$ cat config.mk
export PLATFORM = sky130hd
export DESIGN_NAME = lsu_ctrl
export DESIGN_NICKNAME = d
export VERILOG_FILES = /design/src/rtl/lsu_ctrl_pkg.sv /design/src/rtl/lsu_ctrl_load_align.sv /design/src/rtl/lsu_ctrl.sv
export SDC_FILE = /design/constraint.sdc
export NUM_CORES = 1
export LEC_CHECK = 0
export CAP_MARGIN = 0
export CORE_MARGIN = 10
export CORE_UTILIZATION = 65
export DETAILED_ROUTE_END_ITERATION = 8
export DONT_BUFFER_PORTS = 1
export HOLD_SLACK_MARGIN = 0.03
export PLACE_DENSITY = 0.9
export SETUP_SLACK_MARGIN = 0.3
export SLEW_MARGIN = 15
export SYNTH_ARGS = -nofsm -noshare
export SYNTH_HDL_FRONTEND = slang
export SYNTH_SLANG_ARGS = --single-unit
export TNS_END_PERCENT = 100
$ cat constraint.sdc
create_clock -name clk -period 6 [get_ports clk]
set_clock_uncertainty 0.15 [all_clocks]
set_input_delay 0.3 -clock clk [delete_from_list [all_inputs] [get_ports clk]]
set_output_delay 0.3 -clock clk [all_outputs]
set_load 0.02 [all_outputs]
$ cat src/rtl/lsu_ctrl_pkg.sv
// Shared types and constants for the load/store unit controller:
// funct3 codes, FSM states, access size masks and the default ack timeout.
package lsu_pkg;

    localparam int DEFAULT_ACK_TIMEOUT = 255;

    // RV32I load/store width codes.
    typedef enum logic [2:0] {
        F3_B  = 3'b000,
        F3_H  = 3'b001,
        F3_W  = 3'b010,
        F3_BU = 3'b100,
        F3_HU = 3'b101
    } funct3_e;

    typedef enum logic [1:0] {
        S_IDLE = 2'd0,
        S_ACC0 = 2'd1,
        S_ACC1 = 2'd2,
        S_RESP = 2'd3
    } state_e;

    // Byte-enable patterns for an aligned access of each size.
    localparam logic [3:0] MASK_NONE = 4'b0000;
    localparam logic [3:0] MASK_B    = 4'b0001;
    localparam logic [3:0] MASK_H    = 4'b0011;
    localparam logic [3:0] MASK_W    = 4'b1111;

    // Size mask for an operation; MASK_NONE marks an illegal funct3.
    function automatic logic [3:0] size_mask(input logic store, input logic [2:0] funct3);
        case (funct3)
            F3_B:    return MASK_B;
            F3_H:    return MASK_H;
            F3_W:    return MASK_W;
            F3_BU:   return store ? MASK_NONE : MASK_B;
            F3_HU:   return store ? MASK_NONE : MASK_H;
            default: return MASK_NONE;
        endcase
    endfunction

    // Halfwords need an even address, words a multiple of four.
    function automatic logic is_misaligned(input logic [3:0] mask, input logic [1:0] offset);
        return ((mask == MASK_H) && offset[0]) || ((mask == MASK_W) && (offset != 2'b00));
    endfunction

endpackage

$ cat src/rtl/lsu_ctrl_load_align.sv
// Load data extraction: selects the addressed bytes out of the (up to two)
// memory words, then sign- or zero-extends according to funct3.
// Only the low 24 bits of the second word can ever land in the result,
// so the input window is 56 bits wide.
module load_align
    import lsu_pkg::*;
(
    input  logic [55:0] rdata,
    input  logic [1:0]  offset,
    input  logic [2:0]  funct3,
    output logic [31:0] data
);

    logic [7:0] lane [7];
    logic [7:0] win  [4];

    genvar gi;
    generate
        for (gi = 0; gi < 7; gi++) begin : g_lane
            assign lane[gi] = rdata[8*gi +: 8];
        end
        // win[n] is the n-th byte at or after the request address.
        for (gi = 0; gi < 4; gi++) begin : g_win
            assign win[gi] = lane[3'(gi) + {1'b0, offset}];
        end
    endgenerate

    // Truncate to the access size and extend to 32 bits.
    always_comb begin
        data = 32'h0;
        case (funct3)
            F3_B:    data = {{24{win[0][7]}}, win[0]};
            F3_H:    data = {{16{win[1][7]}}, win[1], win[0]};
            F3_W:    data = {win[3], win[2], win[1], win[0]};
            F3_BU:   data = {24'h0, win[0]};
            F3_HU:   data = {16'h0, win[1], win[0]};
            default: data = 32'h0;
        endcase
    end

endmodule

$ cat src/rtl/lsu_ctrl.sv
// Load/store unit controller: accepts one core request at a time, performs
// one or two word accesses on the data-memory port, and returns a single
// response with load data or an error flag.
// Optional feature macro: LSU_MISALIGN_SPLIT_EN -- when defined, misaligned
// halfword/word accesses are executed (split across two words if needed);
// when undefined they are answered with an error and never reach memory.
module lsu_ctrl
    import lsu_pkg::*;
#(
    parameter int ACK_TIMEOUT = DEFAULT_ACK_TIMEOUT
) (
    input  logic        clk,
    input  logic        reset,
    input  logic        req_valid,
    output logic        req_ready,
    input  logic        req_store,
    input  logic [2:0]  req_funct3,
    input  logic [31:0] req_addr,
    input  logic [31:0] req_wdata,
    output logic        rsp_valid,
    input  logic        rsp_ready,
    output logic [31:0] rsp_data,
    output logic        rsp_err,
    output logic        mem_req,
    output logic        mem_we,
    output logic [31:0] mem_addr,
    output logic [3:0]  mem_be,
    output logic [31:0] mem_wdata,
    input  logic        mem_ack,
    input  logic [31:0] mem_rdata
);

    localparam int               CNT_W    = $clog2(ACK_TIMEOUT + 1);
    localparam logic [CNT_W-1:0] CNT_LAST = CNT_W'(ACK_TIMEOUT - 1);

    state_e            state_reg, state_next;
    logic [31:0]       addr_reg;
    logic [31:0]       wdata_reg;
    logic [2:0]        funct3_reg;
    logic              store_reg;
    logic [31:0]       rdata0_reg;
    logic [31:0]       rsp_data_reg;
    logic              rsp_err_reg;
    logic [CNT_W-1:0]  wait_cnt_reg;

    // Request classification, evaluated on the live request fields.
    logic [3:0] req_mask;
    logic       reject;
    assign req_mask = size_mask(req_store, req_funct3);
`ifdef LSU_MISALIGN_SPLIT_EN
    assign reject = (req_mask == MASK_NONE);
`else
    assign reject = (req_mask == MASK_NONE) || is_misaligned(req_mask, req_addr[1:0]);
`endif

    // Access geometry, derived from the latched request.
    logic [3:0] cur_mask;
    logic [7:0] lane_mask;
    logic       spans;
    logic [4:0] shift_lo;
    logic [5:0] shift_hi;
    logic       in_access;
    logic       timeout;
    assign cur_mask  = size_mask(store_reg, funct3_reg);
    assign lane_mask = {4'b0000, cur_mask} << addr_reg[1:0];
    assign spans     = |lane_mask[7:4];
    assign shift_lo  = {addr_reg[1:0], 3'b000};
    assign shift_hi  = 6'd32 - {1'b0, shift_lo};
    assign in_access = (state_reg == S_ACC0) || (state_reg == S_ACC1);
    assign timeout   = (wait_cnt_reg == CNT_LAST);

    // In ACC1 the first word comes from the capture register and the second
    // from the bus; otherwise the bus word is the only one.
    logic [31:0] rdata_lo;
    logic [23:0] rdata_hi;
    logic [31:0] load_data;
    assign rdata_lo = (state_reg == S_ACC1) ? rdata0_reg : mem_rdata;
    assign rdata_hi = (state_reg == S_ACC1) ? mem_rdata[23:0] : 24'h0;

    load_align u_load_align (
        .rdata  ({rdata_hi, rdata_lo}),
        .offset (addr_reg[1:0]),
        .funct3 (funct3_reg),
        .data   (load_data)
    );

    // State register.
    always_ff @(posedge clk) begin
        if (reset) begin
            state_reg <= S_IDLE;
        end else begin
            state_reg <= state_next;
        end
    end

    // Next-state logic; an ack always wins over a coincident timeout.
    always_comb begin
        state_next = state_reg;
        case (state_reg)
            S_IDLE: if (req_valid) state_next = reject ? S_RESP : S_ACC0;
            S_ACC0: begin
                if (mem_ack)      state_next = spans ? S_ACC1 : S_RESP;
                else if (timeout) state_next = S_RESP;
            end
            S_ACC1: if (mem_ack || timeout) state_next = S_RESP;
            S_RESP: if (rsp_ready) state_next = S_IDLE;
            default: state_next = S_IDLE;
        endcase
    end

    // Output decode; memory fields depend only on state and latched request,
    // so they stay put for as long as an access waits for its ack.
    always_comb begin
        req_ready = 1'b0;
        rsp_valid = 1'b0;
        mem_req   = 1'b0;
        mem_we    = 1'b0;
        mem_addr  = 32'h0;
        mem_be    = 4'h0;
        mem_wdata = 32'h0;
        case (state_reg)
            S_IDLE: req_ready = 1'b1;
            S_ACC0: begin
                mem_req   = 1'b1;
                mem_we    = store_reg;
                mem_addr  = {addr_reg[31:2], 2'b00};
                mem_be    = lane_mask[3:0];
                mem_wdata = wdata_reg << shift_lo;
            end
            S_ACC1: begin
                mem_req   = 1'b1;
                mem_we    = store_reg;
                mem_addr  = {addr_reg[31:2] + 30'd1, 2'b00};
                mem_be    = lane_mask[7:4];
                mem_wdata = wdata_reg >> shift_hi;
            end
            S_RESP: rsp_valid = 1'b1;
            default: ;
        endcase
    end

    // Wait counter: cleared on entering an access state, counts ackless cycles.
    always_ff @(posedge clk) begin
        if (reset) begin
            wait_cnt_reg <= '0;
        end else if ((state_next != state_reg) &&
                     ((state_next == S_ACC0) || (state_next == S_ACC1))) begin
            wait_cnt_reg <= '0;
        end else if (in_access && !mem_ack) begin
            wait_cnt_reg <= wait_cnt_reg + 1'b1;
        end
    end

    // Request latch, first-word capture and response registers.
    always_ff @(posedge clk) begin
        if (reset) begin
            addr_reg     <= 32'h0;
            wdata_reg    <= 32'h0;
            funct3_reg   <= 3'b000;
            store_reg    <= 1'b0;
            rdata0_reg   <= 32'h0;
            rsp_data_reg <= 32'h0;
            rsp_err_reg  <= 1'b0;
        end else begin
            case (state_reg)
                S_IDLE: begin
                    if (req_valid) begin
                        addr_reg     <= req_addr;
                        wdata_reg    <= req_wdata;
                        funct3_reg   <= req_funct3;
                        store_reg    <= req_store;
                        rsp_data_reg <= 32'h0;
                        rsp_err_reg  <= reject;
                    end
                end
                S_ACC0: begin
                    if (mem_ack) begin
                        rdata0_reg <= mem_rdata;
                        if (!spans) rsp_data_reg <= store_reg ? 32'h0 : load_data;
                    end else if (timeout) begin
                        rsp_err_reg <= 1'b1;
                    end
                end
                S_ACC1: begin
                    if (mem_ack)      rsp_data_reg <= store_reg ? 32'h0 : load_data;
                    else if (timeout) rsp_err_reg  <= 1'b1;
                end
                default: ;
            endcase
        end
    end

    assign rsp_data = rsp_data_reg;
    assign rsp_err  = rsp_err_reg;

endmodule

==> run metrics, run 1 <==
vias per inst 6.84; Die ar. 19200 um^2; Reg2Reg Setup Slack 2020 ps; required time of the critical path 5550 ps; hold buffer count at CTS 103; CTS tree built; period utilisation layout 0.794; post-detail-place hpwl 20.2 mm; Power, Total 4.38 mW; Tot GR Track Use 0.311; Worst Tran Pin Value 1160 ps; Resized Gates After CTS 0; clock sink count 143; layout cell share with drive strength beyond 1 0.0834; Yosys warning total 0; first-pass GRT wire length 50.3 mm; type of the worst min-delay path primary input to flop; Core ar. 13800 um^2; Cell Area, Placed 9050 um^2; initial antenna violation count 0; Final Instance Area 10700 um^2; Iter 0 DRT Violations 1629; Routed WL 31.9 mm; Power Dens Cells 407 nW/um^2; Max-slew headroom 0.222; sequential fraction of the synthesis area 0.313; Setup Buffers After CTS 0; share of flip-flops with an asynchronous set or reset 0; port bufs 0; flops & latches, synth 143; Die Wd 139 um; R2R cell count 9; Mean Syn Cell Area 7.43 um^2; critical path capture point type output port; crit start category flop; TNS Setup 0 ps; antenna fix cells 0; Synth Instances 1233; H-tree depth 4; pin count of the biggest net entering global routing 104; fin nets 1385; FF-to-FF Start addr_reg[1]$_SDFFE_PP0P_; clk slew on worst S/H paths 60 ps; Hold WS 61.9 ps; GRT Residual Overflow 0; Worst R2R End rsp_data[17]$_SDFFE_PP0P_; status complete, no violations; Final setup viols 0; Leakage 3.83 nW; worst-case clock buffer depth 2; drt pass-1 iters 6; peak supply drop 0.535 mV; CP endpoint mem_wdata[14]; Max Clock Freq 210 MHz; CTS buffer count 17; Crit Path Category flop to output port; max-cap viol count 0; synthesized area 9160 um^2; Chip Height 139 um; fin util 0.777; RSZ-0062 raised after global routing false; Slew Viols, Final 0; Vias 10000; gpl congestion 0.973; clock latency on the worst-skew pair 430 ps; Crit. Startpoint addr_reg[1]$_SDFFE_PP0P_; # DRC 0; Final Hold Fails 0; routed len/inst 21.8 um; Layout area overhead 17.3%; clock root buffer clkbuf_16; Core Rows 43; starting density of the core 0.662; Worst Path Arrival 4310 ps; io pins 210; CP max FO 24; distinct cell type count after synthesis 71; ANT nets after route 0; Synth Flop Type dfxtp_1; Period minus WS final 4760 ps; number of synthesized flops with an enable pin 0; vias in the first global route 9459
metal layers:
metal / track usage / routed length, um / up-vias
met3: 0.106 / 4110 / 151
met4: 0.152 / 1500 / 0
met2: 0.506 / 15000 / 771
li1: - / - / 4468
met1: 0.360 / 11300 / 4612
met5: 0 / 0 / -
metrics by stage:
step	setup WS, ps	cells
finish	1240	1463
global route	980	1463
CTS	1430	1463
detailed placement	1880	1328
global placement	1930	1328
floorplan	2270	1234
worst max-delay path, stage by stage (launching register included):
cell and delay [ps]:
dfxtp_1 330, clkinv_1 410, ha_1 660, nand2b_1 510
o22ai_1 480, and2_1 750, a22oi_1 210, a21oi_1 520
how the worst min path moves through the flow:
stage / endpoint / depth (start not counted) / startpoint / slack, ps
3_3_place_gp: addr_reg[23]$_SDFFE_PP0P_ / 1 / reset / 230
6_report: wait_cnt_reg[0]$_SDFFE_PP0P_ / 3 / mem_ack / 60
5_1_grt: wait_cnt_reg[1]$_SDFFE_PP0P_ / 3 / mem_ack / 90
2_1_floorplan: rdata0_reg[16]$_SDFFE_PP0P_ / 2 / mem_rdata[16] / 290
4_1_cts: wait_cnt_reg[1]$_SDFFE_PP0P_ / 3 / mem_ack / 50
3_5_place_dp: addr_reg[25]$_SDFFE_PP0P_ / 1 / reset / 230
final cells by class:
class / instances / area (um^2)
Clock buffer: 20 / 457
Clock inverter: 12 / 183
Inverter: 17 / 63.8
Tap cell: 180 / 225
Multi-Input combinational cell: 975 / 5800
Sequential cell: 143 / 2860
Timing Repair Buffer: 116 / 1150
Fill cell: 962 / 3090
cells in the mapped netlist (16+ instances only):
master / n / share of area
a221oi_1: 21 / 0.020
mux2_2: 21 / 0.026
mux2i_1: 49 / 0.054
o21ai_0: 58 / 0.032
nor2_1: 107 / 0.044
dfxtp_1: 143 / 0.31
a22oi_1: 16 / 0.013
nand2_1: 289 / 0.12
buf_2: 16 / 0.0087
a21oi_1: 166 / 0.091
nand3_1: 28 / 0.015
a211o_1: 17 / 0.016
clkbuf_1: 57 / 0.023
power breakdown:
group / total (mW) / internal [mW] / switching (mW)
clock network: 1.15 / 0.720 / 0.427
registers: 1.43 / 1.13 / 0.299
logic: 1.80 / 0.609 / 1.19
cell usage in the layout (no fill, tap or decap), drive strengths merged, types with 12 or more instances in the layout:
master       count
nand2          291
a21oi          166
dfxtp          143
nor2           108
dlygate4sd3    102
o21ai           60
mux2i           49
nand3           29
mux2            21
a221oi          21
clkbuf          20
a211o           17
a22oi           16
a211oi          16
mux4            15
inv             15
buf             14
o211ai          12
cell families after synthesis:
kind of cell	Yosys count	synth area share
muxes	85	0.116
AOI/OAI and AO/OA	373	0.257
adders and majority gates	10	0.0137
buffers and inverters	116	0.0551
xor gates and xnor gates	10	0.00957
other	1	0.000410
and+or+nand+nor	495	0.236
DFF	143	0.313
No activity file was read; power rests on OpenSTA's default activity.
==> run 2, diff against run 1 <==
--- a/config.mk
+++ b/config.mk
@@ -5,6 +5,7 @@
 export SDC_FILE = /design/constraint.sdc
 export NUM_CORES = 1
 export LEC_CHECK = 0
+export ABC_AREA = 1
 export CAP_MARGIN = 0
 export CORE_MARGIN = 10
 export CORE_UTILIZATION = 65
==> constraint.sdc (replaced) <==
create_clock -name clk -period 4.4 [get_ports clk]
set_clock_uncertainty 0.15 [all_clocks]
set_input_delay 0.22 -clock clk [delete_from_list [all_inputs] [get_ports clk]]
set_output_delay 0.22 -clock clk [all_outputs]
set_load 0.02 [all_outputs]
==> run 2 against run 1 <==
Wire length up 15%. Synthesized cell count increased by 30%. Register-to-register slack got worse by 810 ps. Power is 59% higher. Non-clock buffer count increased by 6. Cell count rose by 26%. Via count is 17% higher. Sequential share of layout area fell by 0.81 points. Largest cell class unchanged.
==> run metrics, run 2 <==
status complete, no violations; type of the worst min-delay path primary input to flop; gpl congestion 0.997; starting density of the core 0.664; placed insts 1700; Final Instance Area 11100 um^2; Cell Area, Placed 9500 um^2; Yosys warning total 0; Reg2Reg Setup Slack 1210 ps; most common cell after layout, fill and taps aside nand2_1; Setup Buffers After CTS 0; cell with the most instances after synthesis nand2_1; Period minus WS final 3710 ps; H-tree depth 4; Layout area overhead 14.8%; vias per inst 6.39; Worst Path Arrival 3340 ps; crit-path cells inv_1 -> ha_1 -> nand2_1 -> inv_1 -> nand2_1 -> o22ai_1; layout cell share with drive strength beyond 1 0.0473; # DRC 0; clock sink count 143; Leakage 4.61 nW; most frequent cells in the layout nand2_1 (364), o21ai_0 (214), nand3_1 (210); CTS tree built; synthesized area 9650 um^2; Routed WL 36.9 mm; share of the synthesized area in the top cell type 0.297; Vias 11700; first-pass GRT wire length 57.3 mm; Crit. Startpoint state_reg[1]$_SDFF_PP0_; CP endpoint mem_be[0]; Max-slew headroom 0.238; GRT Residual Overflow 0; synth cell count leaders nand2_1 (365), o21ai_0 (214), nand3_1 (210); Post-Layout Cell Count 1837; number of synthesized flops with an enable pin 0; Iter 0 DRT Violations 1915; flops & latches, synth 143; worst-case clock buffer depth 2; distinct cell type count after synthesis 46; FF-to-FF Start state_reg[0]$_SDFF_PP0_; crit start category flop; critical path capture point type output port; Mean Syn Cell Area 6.02 um^2; Synth Flop Type dfxtp_1; Tot GR Track Use 0.350; period utilisation layout 0.842; Core ar. 14500 um^2; required time of the critical path 4030 ps; Core Rows 44; TNS Setup 0 ps; Final Hold Fails 0; Resized Gates After CTS 0; Slowest-stage cell, CP o22ai_1; CP max FO 18; share of flip-flops with an asynchronous set or reset 0; post-detail-place hpwl 24.5 mm; RSZ-0062 raised after global routing false; Chip Height 142 um; clk slew on worst S/H paths 60 ps; R2R cell count 12; post-synth top area cell dfxtp_1; dominant cells by area after synthesis dfxtp_1 (30%), nand2_1 (14%), o21ai_0 (11%); vias in the first global route 10500; pin count of the biggest net entering global routing 107; fin nets 1753; routed len/inst 20.1 um; Synth Instances 1605; clock root buffer clkbuf_16; peak supply drop 0.411 mV; CP peak stage delay 610 ps; clock latency on the worst-skew pair 440 ps; CTS buffer count 17; Final setup viols 0; hold buffer count at CTS 103; drt pass-1 iters 6; initial antenna violation count 2; ANT nets after route 0; Power Dens Cells 628 nW/um^2; port bufs 0; Max Clock Freq 270 MHz; Die ar. 20100 um^2; Slew Viols, Final 0; Crit Path Category flop to output port; sequential fraction of the synthesis area 0.297; Worst Tran Pin Value 1140 ps; Die Wd 142 um; max-cap viol count 0; io pins 210; Worst R2R End rsp_data[19]$_SDFFE_PP0P_
-- run 2: changes by cell type after synthesis, sizes merged, moves of 16 or more --
cell / previous run / this run
inv: 14 / 116
a211o: 17 / 0
mux2: 21 / 0
nand3: 29 / 214
nand2: 291 / 367
a22oi: 16 / 0
o21ai: 60 / 218
a21oi: 166 / 107
mux2i: 49 / 0
nor2: 108 / 211
a221oi: 21 / 1
-- run 2: critical path: cells and delay by family, from the launching register on --
kind                     cells  cell delay, ps
AO/OA/AOI/OAI                1             610
AND/OR/NAND/NOR              2             750
flip-flops                   1             380
buffers and inverters        2             700
adder cells (fa/ha/maj)      1             460
-- run 2: metal layers --
| layer | share of wire | vias up | global-route usage |
|---|---|---|---|
| li1 | - | 5437 | - |
| met1 | 0.37 | 5234 | 0.436 |
| met2 | 0.46 | 892 | 0.552 |
| met3 | 0.13 | 168 | 0.0931 |
| met4 | 0.047 | 0 | 0.160 |
| met5 | 0 | - | 0 |
-- run 2: area by class of cell --
type | instances | area [um^2]
repair buffers | 122 | 1170
multi-input cells | 1235 | 5820
inverters | 119 | 447
diodes | 4 | 10.0
well taps | 184 | 230
fillers | 1117 | 3450
flip-flops and latches | 143 | 2870
clock buffers | 18 | 429
clock inverters | 12 | 113
-- run 2: worst min path at each step --
stage	slack, ps	start	end	depth (start not counted)
final	50	req_valid	state_reg[1]$_SDFF_PP0_	4
after global routing	50	req_valid	state_reg[1]$_SDFF_PP0_	4
after CTS	40	req_valid	state_reg[1]$_SDFF_PP0_	4
after detailed placement	140	reset	rsp_data[6]$_SDFFE_PP0P_	1
after global placement	140	reset	rsp_data[7]$_SDFFE_PP0P_	1
after floorplan	220	req_funct3[2]	funct3_reg[2]$_SDFFE_PP0P_	2
-- run 2: logic make-up (layout without fill, tap and decap cells) --
family                   after synthesis  after routing  share of synthesized area
AND/OR/NAND/NOR                      838            838                      0.369
AO/OA/AOI/OAI                        378            378                      0.213
buffers and inverters                228            271                      0.102
flip-flops                           143            143                      0.297
adder cells (fa/ha/maj)               10             10                     0.0130
XOR/XNOR                               7              7                    0.00635
other                                  1              6                   0.000388
-- run 2: metrics by stage --
stage               power (mW)  hold WS (ps)  setup WS (ps)   util
finish                    6.96          46.0            694  0.763
global route              7.37          45.1            512  0.762
CTS                       6.79          40.6            840  0.762
detailed placement        5.34           144           1330  0.654
global placement          5.27           143           1350  0.654
floorplan                 4.64           218           1790      -
-- run 2: power by group --
group | switching, mW | internal, mW
sequential | 0.494 | 1.68
combinational | 2.48 | 0.918
clock | 0.613 | 0.775
